**src/rtl/tt_bin_clock_param.sv**
```systemverilog
// Binary base-60 clock core: prescaled 1 s tick, h24/min/sec counters,
// 12/24-hour display, one alarm and synchronised edge-detected set buttons.
module tt_bin_clock_param #(
  parameter int unsigned TICK_DIV = 10000000,
  parameter bit          MODE_24H = 1'b0
) (
  input  logic       clk_i,
  input  logic       rst_i,
  input  logic       time_set,
  input  logic       set_sel,
  input  logic       id_switch,
  input  logic       hour_id,
  input  logic       minute_id,
  input  logic       seconds_id,
  input  logic       alarm_en,
  output logic [4:0] hour_out,
  output logic [5:0] minute_out,
  output logic [5:0] seconds_out,
  output logic       pm_out,
  output logic       alarm_out,
  output logic       tick_o
);

  localparam int unsigned   PW      = (TICK_DIV > 2) ? $clog2(TICK_DIV) : 1;
  localparam logic [PW-1:0] PS_LAST = PW'(TICK_DIV - 1);

  logic [PW-1:0] presc;
  logic [5:0]    sec_q, min_q, al_min_q;
  logic [4:0]    hr_q, al_hr_q;
  logic [2:0]    sync1, sync2, prev;   // bit order {hour, minute, seconds}

  logic [5:0]    sec_n, min_n, al_min_n;
  logic [4:0]    hr_n, al_hr_n;
  logic [2:0]    rise;
  logic          freeze, tick, min_tick, alarm_hit;

  logic          show_alarm;
  logic [4:0]    disp_hr, hr12;

  function automatic logic [5:0] step60(input logic [5:0] v, input logic up);
    if (up) return (v == 6'd59) ? 6'd0 : v + 6'd1;
    return (v == 6'd0) ? 6'd59 : v - 6'd1;
  endfunction

  function automatic logic [4:0] step24(input logic [4:0] v, input logic up);
    if (up) return (v == 5'd23) ? 5'd0 : v + 5'd1;
    return (v == 5'd0) ? 5'd23 : v - 5'd1;
  endfunction

  assign freeze = time_set && !set_sel;
  assign tick   = !freeze && (presc == PS_LAST);
  assign rise   = sync2 & ~prev;

  // Next time/alarm values: tick carry chain, then button edits (never both on time)
  always_comb begin
    sec_n    = sec_q;
    min_n    = min_q;
    hr_n     = hr_q;
    al_min_n = al_min_q;
    al_hr_n  = al_hr_q;
    min_tick = 1'b0;
    if (tick) begin
      if (sec_q == 6'd59) begin
        sec_n    = 6'd0;
        min_tick = 1'b1;
        if (min_q == 6'd59) begin
          min_n = 6'd0;
          hr_n  = (hr_q == 5'd23) ? 5'd0 : hr_q + 5'd1;
        end else begin
          min_n = min_q + 6'd1;
        end
      end else begin
        sec_n = sec_q + 6'd1;
      end
    end
    if (time_set) begin
      if (!set_sel) begin
        if (rise[0]) sec_n = step60(sec_q, id_switch);
        if (rise[1]) min_n = step60(min_q, id_switch);
        if (rise[2]) hr_n  = step24(hr_q, id_switch);
      end else begin
        if (rise[1]) al_min_n = step60(al_min_q, id_switch);
        if (rise[2]) al_hr_n  = step24(al_hr_q, id_switch);
      end
    end
  end

  // A match is only possible on a minute-changing tick, so set takes priority over that clear
  assign alarm_hit = tick && alarm_en && !time_set && (sec_n == 6'd0) &&
                     (min_n == al_min_q) && (hr_n == al_hr_q);

  // State registers: prescaler, button synchronisers, time, alarm, flags
  always_ff @(posedge clk_i) begin
    if (rst_i) begin
      presc     <= '0;
      sync1     <= '0;
      sync2     <= '0;
      prev      <= '0;
      sec_q     <= '0;
      min_q     <= '0;
      hr_q      <= '0;
      al_min_q  <= '0;
      al_hr_q   <= '0;
      alarm_out <= 1'b0;
      tick_o    <= 1'b0;
    end else begin
      presc    <= (freeze || presc == PS_LAST) ? '0 : presc + PW'(1);
      sync1    <= {hour_id, minute_id, seconds_id};
      sync2    <= sync1;
      prev     <= sync2;
      sec_q    <= sec_n;
      min_q    <= min_n;
      hr_q     <= hr_n;
      al_min_q <= al_min_n;
      al_hr_q  <= al_hr_n;
      tick_o   <= tick;
      if (alarm_hit)                  alarm_out <= 1'b1;
      else if (min_tick || !alarm_en) alarm_out <= 1'b0;
    end
  end

  // Display mux and 12/24-hour formatting
  always_comb begin
    show_alarm  = time_set && set_sel;
    disp_hr     = show_alarm ? al_hr_q  : hr_q;
    minute_out  = show_alarm ? al_min_q : min_q;
    seconds_out = show_alarm ? 6'd0     : sec_q;
    hr12        = (disp_hr >= 5'd12) ? disp_hr - 5'd12 : disp_hr;
    if (MODE_24H) begin
      hour_out = disp_hr;
      pm_out   = 1'b0;
    end else begin
      hour_out = (hr12 == 5'd0) ? 5'd12 : hr12;
      pm_out   = (disp_hr >= 5'd12);
    end
  end

endmodule
```
**config.mk**
```make
export PLATFORM = sky130hd
export DESIGN_NAME = tt_bin_clock_param
export DESIGN_NICKNAME = d
export VERILOG_FILES = /design/src/rtl/tt_bin_clock_param.sv
export SDC_FILE = /design/constraint.sdc
export NUM_CORES = 1
export LEC_CHECK = 0
export CAP_MARGIN = 20
export CORE_MARGIN = 2
export CORE_UTILIZATION = 41
export CTS_CLUSTER_SIZE = 30
export DETAILED_ROUTE_END_ITERATION = 8
export PLACE_DENSITY_LB_ADDON = 0.25
export SETUP_SLACK_MARGIN = 0.2
export SYNTH_ARGS = -nofsm -noshare
export SYNTH_HDL_FRONTEND = slang
export SYNTH_SLANG_ARGS = --single-unit
```
**constraint.sdc**
```tcl
create_clock -name clk_i -period 3.3 [get_ports clk_i]
set_input_delay 0.495 -clock clk_i [delete_from_list [all_inputs] [get_ports clk_i]]
set_output_delay 0.495 -clock clk_i [all_outputs]
set_load 0.01 [all_outputs]
```
==> flow_summary.json, run 1 <==
{
  "status": "complete, no violations",
  "async_reset_ff_frac": 0,
  "port_buffers": 28,
  "die_y_um": 107,
  "tritoncts": "done",
  "syn-instance-count": 567,
  "dpl.hpwl_um": 7950,
  "start_util": 0.423,
  "cts.path.max_buffers": 2,
  "cts_sinks": 63,
  "clock_latency_ps": 360,
  "yosysMostFrequentCell": "nor2_1",
  "drt_wl_total_um": 11000,
  "cts_hold_buf": 0,
  "via_per_inst": 5.57,
  "drc_errors": 0,
  "cts-buffers-inserted": 9,
  "num_antenna_cells": 0,
  "synth_top_area_frac": 0.289,
  "ios": 29,
  "timing.final.crit_share": 0.898,
  "grt_pass1_vias": 3819,
  "reg2reg_depth": 10,
  "wire_per_inst_um": 14.9,
  "ys_seq_area_frac": 0.289,
  "hold_depth": 1,
  "place_inst": 720,
  "layout.nets": 620,
  "yosys.area.top_type": "dfxtp_1",
  "ir_drop_mv": 0.236,
  "clock_skew_ps": 9.10,
  "timing.hold.ws_ps": 438,
  "rsz0062_at_grt": "no",
  "period_needed_ps": 2960,
  "synthDistinctLibCells": 74,
  "start_kind": "input port",
  "p_leak_nw": 1.95,
  "drive_gt1_frac": 0.118,
  "yosys_warnings": 0,
  "synth_ff_type": "dfxtp_1",
  "detail_route.iter0.violations": 277,
  "core_um2": 10300,
  "critical_path.endpoint_type": "output pin",
  "cp.required_ps": 2800,
  "synth-seq-cells": 63,
  "grt_pass1_wl_um": 18900,
  "cp_max_fo": 5,
  "timing.critical_path.arrival_ps": 2470,
  "max_freq_mhz": 337,
  "dieWidth_um": 107,
  "synth_edf_count": 0,
  "critPathKind": "input port to output pin",
  "antenna_found_initial": 0,
  "clk_pin_slew_ps": 70,
  "drv_cap": 0,
  "cts_root_buf": "clkbuf_8",
  "finalSetupViolCount": 0,
  "worstMarginPinSlew_ps": 729,
  "gp_congestion": 0.904,
  "grt_start_max_net_pins": 34,
  "htree_levels": 3,
  "grt_remaining_overflow": 0,
  "yosys-top-cells-count": "nor2_1 (75), dfxtp_1 (63), nand2_1 (47)",
  "synth_area_leaders": "dfxtp_1 (29%), nor2_1 (6.4%), ha_1 (4.3%)",
  "vias": 4101,
  "pwr_density_cell_nw_per_um2": 323,
  "area_growth_pct": 16.4,
  "grt_usage": 0.204,
  "finalHoldViolCount": 0,
  "rows": 37,
  "drt_first_pass_iters": 5,
  "synth_area_um2": 4370,
  "drv_slew": 0,
  "syn_area_per_cell_um2": 7.70,
  "final_cells": 736,
  "die-area_um2": 11500,
  "syn_nets": 591,
  "ant_nets": 0,
  "hold_path_class": "flop to flop",
  "max_slew_margin": 0.513
}
path summary, 6_finish.rpt:
check	start	end	slack, ps
setup / recovery	time_set	hour_out[3]	340
hold / removal	sync1[1]$_SDFF_PP0_	sync2[1]$_SDFF_PP0_	440
setup reg to reg	sec_q[1]$_SDFF_PP0_	alarm_out$_SDFFE_PP0P_	530
hold reg to reg	sync1[1]$_SDFF_PP0_	sync2[1]$_SDFF_PP0_	440
what timing repair did:
item	CTS	global route
resized for setup	12	5
setup endpoints to repair	4	3
pin swaps	0	0
buffers inserted	1	0
cell type report:
type	count	area, um^2
Clock buffer	10	128
Clock inverter	5	60.1
Inverter	25	93.8
Sequential cell	63	1260
Tap cell	136	170
Fill cell	984	5240
Timing Repair Buffer	50	449
Multi-Input combinational cell	447	2920
routing by layer:
layer | vias up | GRT usage | share of wire
met3 | 15 | 0.0444 | 0.053
met4 | 0 | 0.0761 | 0.020
met1 | 1906 | 0.272 | 0.46
li1 | 2056 | - | -
met2 | 124 | 0.321 | 0.47
met5 | - | 0 | 0
cell families after synthesis:
| logic type | share of synthesized area |
|---|---|
| adder cells (fa/ha/maj) | 0.0430 |
| flip-flops | 0.289 |
| buffers and inverters | 0.0516 |
| AO/OA/AOI/OAI | 0.184 |
| AND/OR/NAND/NOR | 0.309 |
| XOR/XNOR | 0.0782 |
| multiplexers | 0.0455 |
worst max-delay path: stages:
cell,delay (ps)
clkdlybuf4s50_1,440
nand2_2,90
buf_12,130
mux2i_4,240
inv_2,80
ha_4,250
o21ai_0,150
o21ai_0,110
a221o_1,350
clkbuf_2,130
through the flow:
| step | setup TNS (ps) | power (mW) | area (um^2) | utilization | worst slack [ps] |
|---|---|---|---|---|---|
| 5_1_grt | 0 | 1.71 | 5090 | 0.493 | 246 |
| 3_3_place_gp | -346 | 0.984 | 4860 | 0.470 | -179 |
| 4_1_cts | 0 | 1.67 | 5090 | 0.493 | 234 |
| 2_1_floorplan | 0 | 0.923 | 4370 | - | 417 |
| 3_5_place_dp | -533 | 0.986 | 4860 | 0.470 | -259 |
| 6_report | 0 | 1.64 | 5090 | 0.493 | 337 |
cell usage in the layout (no fill, tap or decap), types with 3 or more instances in the layout:
master           Yosys  final
nor2_1              75     74
dfxtp_1             63     63
nand2_1             47     46
a21oi_1             36     36
o21ai_0             31     31
nand3_1             27     27
clkdlybuf4s50_1      0     24
inv_1               25     23
buf_4                2     21
xor2_1              20     20
xnor2_1             19     19
nor2b_1             19     19
and3_1              14     14
ha_1                15     14
nor3_1              11     11
mux2i_1             12     10
and2_1               9      9
clkbuf_8             0      9
or3_1                8      8
mux2_2               7      7
nand4_1              7      7
a31oi_1              7      7
o211ai_1             7      7
nor3b_1              5      5
a211oi_1             3      3
o221ai_1             3      3
nand3b_1             3      3
a32oi_1              3      3
nand4b_1             3      3
state kept, by name, summed over array words and instances (netlist names):
| signal | cells |
|---|---|
| sync2 | 3 |
| min_q | 6 |
| al_min_q | 6 |
| al_hr_q | 5 |
| hr_q | 5 |
| tick_o | 1 |
| sync1 | 3 |
| presc | 24 |
| prev | 3 |
| sec_q | 6 |
| alarm_out | 1 |
power breakdown:
group          total [mW]  internal [mW]  switching (mW)
clock network       0.673          0.346           0.327
logic               0.180         0.0816          0.0981
registers           0.792          0.772          0.0194
No activity file was read; power rests on OpenSTA's default activity.
==> inputs of run 2 (changes only) <==
Settings changed: GPL_TIMING_DRIVEN set to 1.
==> results of run 2 <==
Final layout, timing and power as in run 1 (identical DEF).
==> inputs of run 3 (changes only) <==
Settings changed: CORE_ASPECT_RATIO set to 0.75.
==> run 3 against run 2 <==
  * Cell area up 3.8%
  * Sequential share of layout area shrank 0.90 points
  * Non-clock buffer count rose by 5
  * Total power grew 22%
  * Register-to-register slack got worse by 70 ps
  * Critical path type is now flop to flop
  * Critical endpoint is now alarm_out$_SDFFE_PP0P_
==> flow_summary.json, run 3 (synthesis gave the netlist of run 1 again) <==
{
  "status": "complete, no violations",
  "rsz0062_at_grt": "no",
  "cell_internal_pwr_mw": 1.56,
  "area_growth_pct": 20.8,
  "grt_pass1_vias": 3840,
  "critPathKind": "flop to flop",
  "combPwrFrac": 0.090,
  "core_um2": 10300,
  "drv_cap": 0,
  "switchingPower_mw": 0.446,
  "layout_commonest_cell": "nor2_1",
  "tritoncts": "done",
  "cts.path.max_buffers": 2,
  "port_buffers": 28,
  "detail_route.iter0.violations": 238,
  "ios": 29,
  "finalSetupViolCount": 0,
  "num_antenna_cells": 0,
  "finalHoldViolCount": 0,
  "period_needed_ps": 2840,
  "cts_sinks": 63,
  "hold_path_class": "flop to flop",
  "via_per_inst": 5.58,
  "fin_setup_tns_ps": 0,
  "clock_latency_ps": 330,
  "grt_start_max_net_pins": 40,
  "ir_drop_mv": 0.219,
  "gp_congestion": 0.870,
  "power_frac_seq": 0.397,
  "drc_errors": 0,
  "drv_slew": 0,
  "clock_skew_ps": 7.00,
  "cts_root_buf": "clkbuf_16",
  "grt_usage": 0.202,
  "layout.nets": 625,
  "place_inst": 718,
  "grt_pass1_wl_um": 18600,
  "path_cells": "ha_1 -> and3_1 -> and2_1 -> nand4_4 -> mux2i_1 -> o21ai_0 -> xnor2_1 -> a2111oi_2 -> nand4_1 -> o21ai_1",
  "critical-path-top-delay-family": "simple AND/OR/NAND/NOR gates",
  "switching_share": 0.223,
  "die-area_um2": 11500,
  "cpMaxStageDelayCell": "dfxtp_1",
  "wire_per_inst_um": 15.1,
  "crit_buf_inv": 0,
  "antenna_found_initial": 0,
  "cp_max_fo": 8,
  "max_slew_margin": 0.487,
  "htree_levels": 3,
  "timing.critical_path.arrival_ps": 3090,
  "rows": 32,
  "start_kind": "flop",
  "final_cell_mix": "nor2_1 (74), dfxtp_1 (63), nand2_1 (46)",
  "cts-buffers-inserted": 9,
  "critPathMaxStageDelay_ps": 480,
  "pwr_density_cell_nw_per_um2": 379,
  "drive_gt1_frac": 0.124,
  "final_cells": 742,
  "largest-register": "presc",
  "ant_nets": 0,
  "pwr-share-clk": 0.513,
  "clk_pin_slew_ps": 50,
  "dieWidth_um": 123,
  "cts_hold_buf": 0,
  "dpl.hpwl_um": 7890,
  "max_freq_mhz": 352,
  "grt_remaining_overflow": 0,
  "vias": 4137,
  "start_util": 0.423,
  "critical_path.endpoint_type": "flop",
  "die_y_um": 93.4,
  "timing.final.crit_share": 0.860,
  "p_leak_nw": 2.06,
  "drt_wl_total_um": 11200,
  "cp.required_ps": 3560,
  "largest_reg_flops": 24,
  "worstMarginPinSlew_ps": 767,
  "drt_first_pass_iters": 5
}
-- run 3: changes by cell type in the layout (fill, tap and decap cells not counted), sizes merged --
cell | previous run | this run
clkdlybuf4s50 | 24 | 23
buf | 22 | 27
clkbuf | 12 | 14
clkinv | 3 | 1
clkinvlp | 1 | 0
bufinv | 1 | 2
dlymetal6s2s | 1 | 3
-- run 3: cell type report --
type,instances,area [um^2]
clock inverter,3,65.1
inverter,25,93.8
fill,982,5050
multi-input combinational,447,2940
sequential,63,1260
timing repair buffer,55,484
clock buffer,13,260
tap,136,170
-- run 3: routing by layer --
layer	vias up	share of wire	global-route usage
met3	15	0.057	0.0323
met1	1922	0.48	0.286
li1	2066	-	-
met5	-	0	0
met4	0	0.013	0.0644
met2	134	0.45	0.313
-- run 3: repair_timing --
item,in CTS,in global routing
setup endpoints to repair,3,4
cloned,0,0
pin swaps,1,0
resized for setup,5,14
setup buffers,8,0
-- run 3: path summary, 6_finish.rpt --
path	from	endpoint	slack [ps]	cells after the start
setup / recovery	sec_q[0]$_SDFF_PP0_	alarm_out$_SDFFE_PP0P_	460	10
hold / removal	sync1[2]$_SDFF_PP0_	sync2[2]$_SDFF_PP0_	440	1
setup reg to reg	sec_q[0]$_SDFF_PP0_	alarm_out$_SDFFE_PP0P_	460	10
hold reg to reg	sync1[2]$_SDFF_PP0_	sync2[2]$_SDFF_PP0_	440	1
-- run 3: power by group through the flow --
stage | Sequential, mW | Clock [mW] | Combinational (mW)
6_report | 0.794 | 1.03 | 0.180
5_1_grt | 0.796 | 1.08 | 0.198
4_1_cts | 0.793 | 1.04 | 0.176
3_5_place_dp | 0.809 | 0 | 0.173
3_3_place_gp | 0.809 | 0 | 0.171
2_1_floorplan | 0.798 | 0 | 0.126
-- run 3: stage by stage --
| step | hold slack [ps] | power [mW] | setup WS, ps | instance area (um^2) | utilization |
|---|---|---|---|---|---|
| 5_1_grt | 453 | 2.07 | 221 | 5280 | 0.511 |
| 3_3_place_gp | 427 | 0.979 | -65.7 | 4830 | 0.468 |
| 4_1_cts | 443 | 2.01 | 192 | 5230 | 0.506 |
| 2_1_floorplan | 414 | 0.923 | 417 | 4370 | - |
| 6_report | 439 | 2.00 | 462 | 5280 | 0.511 |
| 3_5_place_dp | 431 | 0.982 | -94.2 | 4830 | 0.468 |
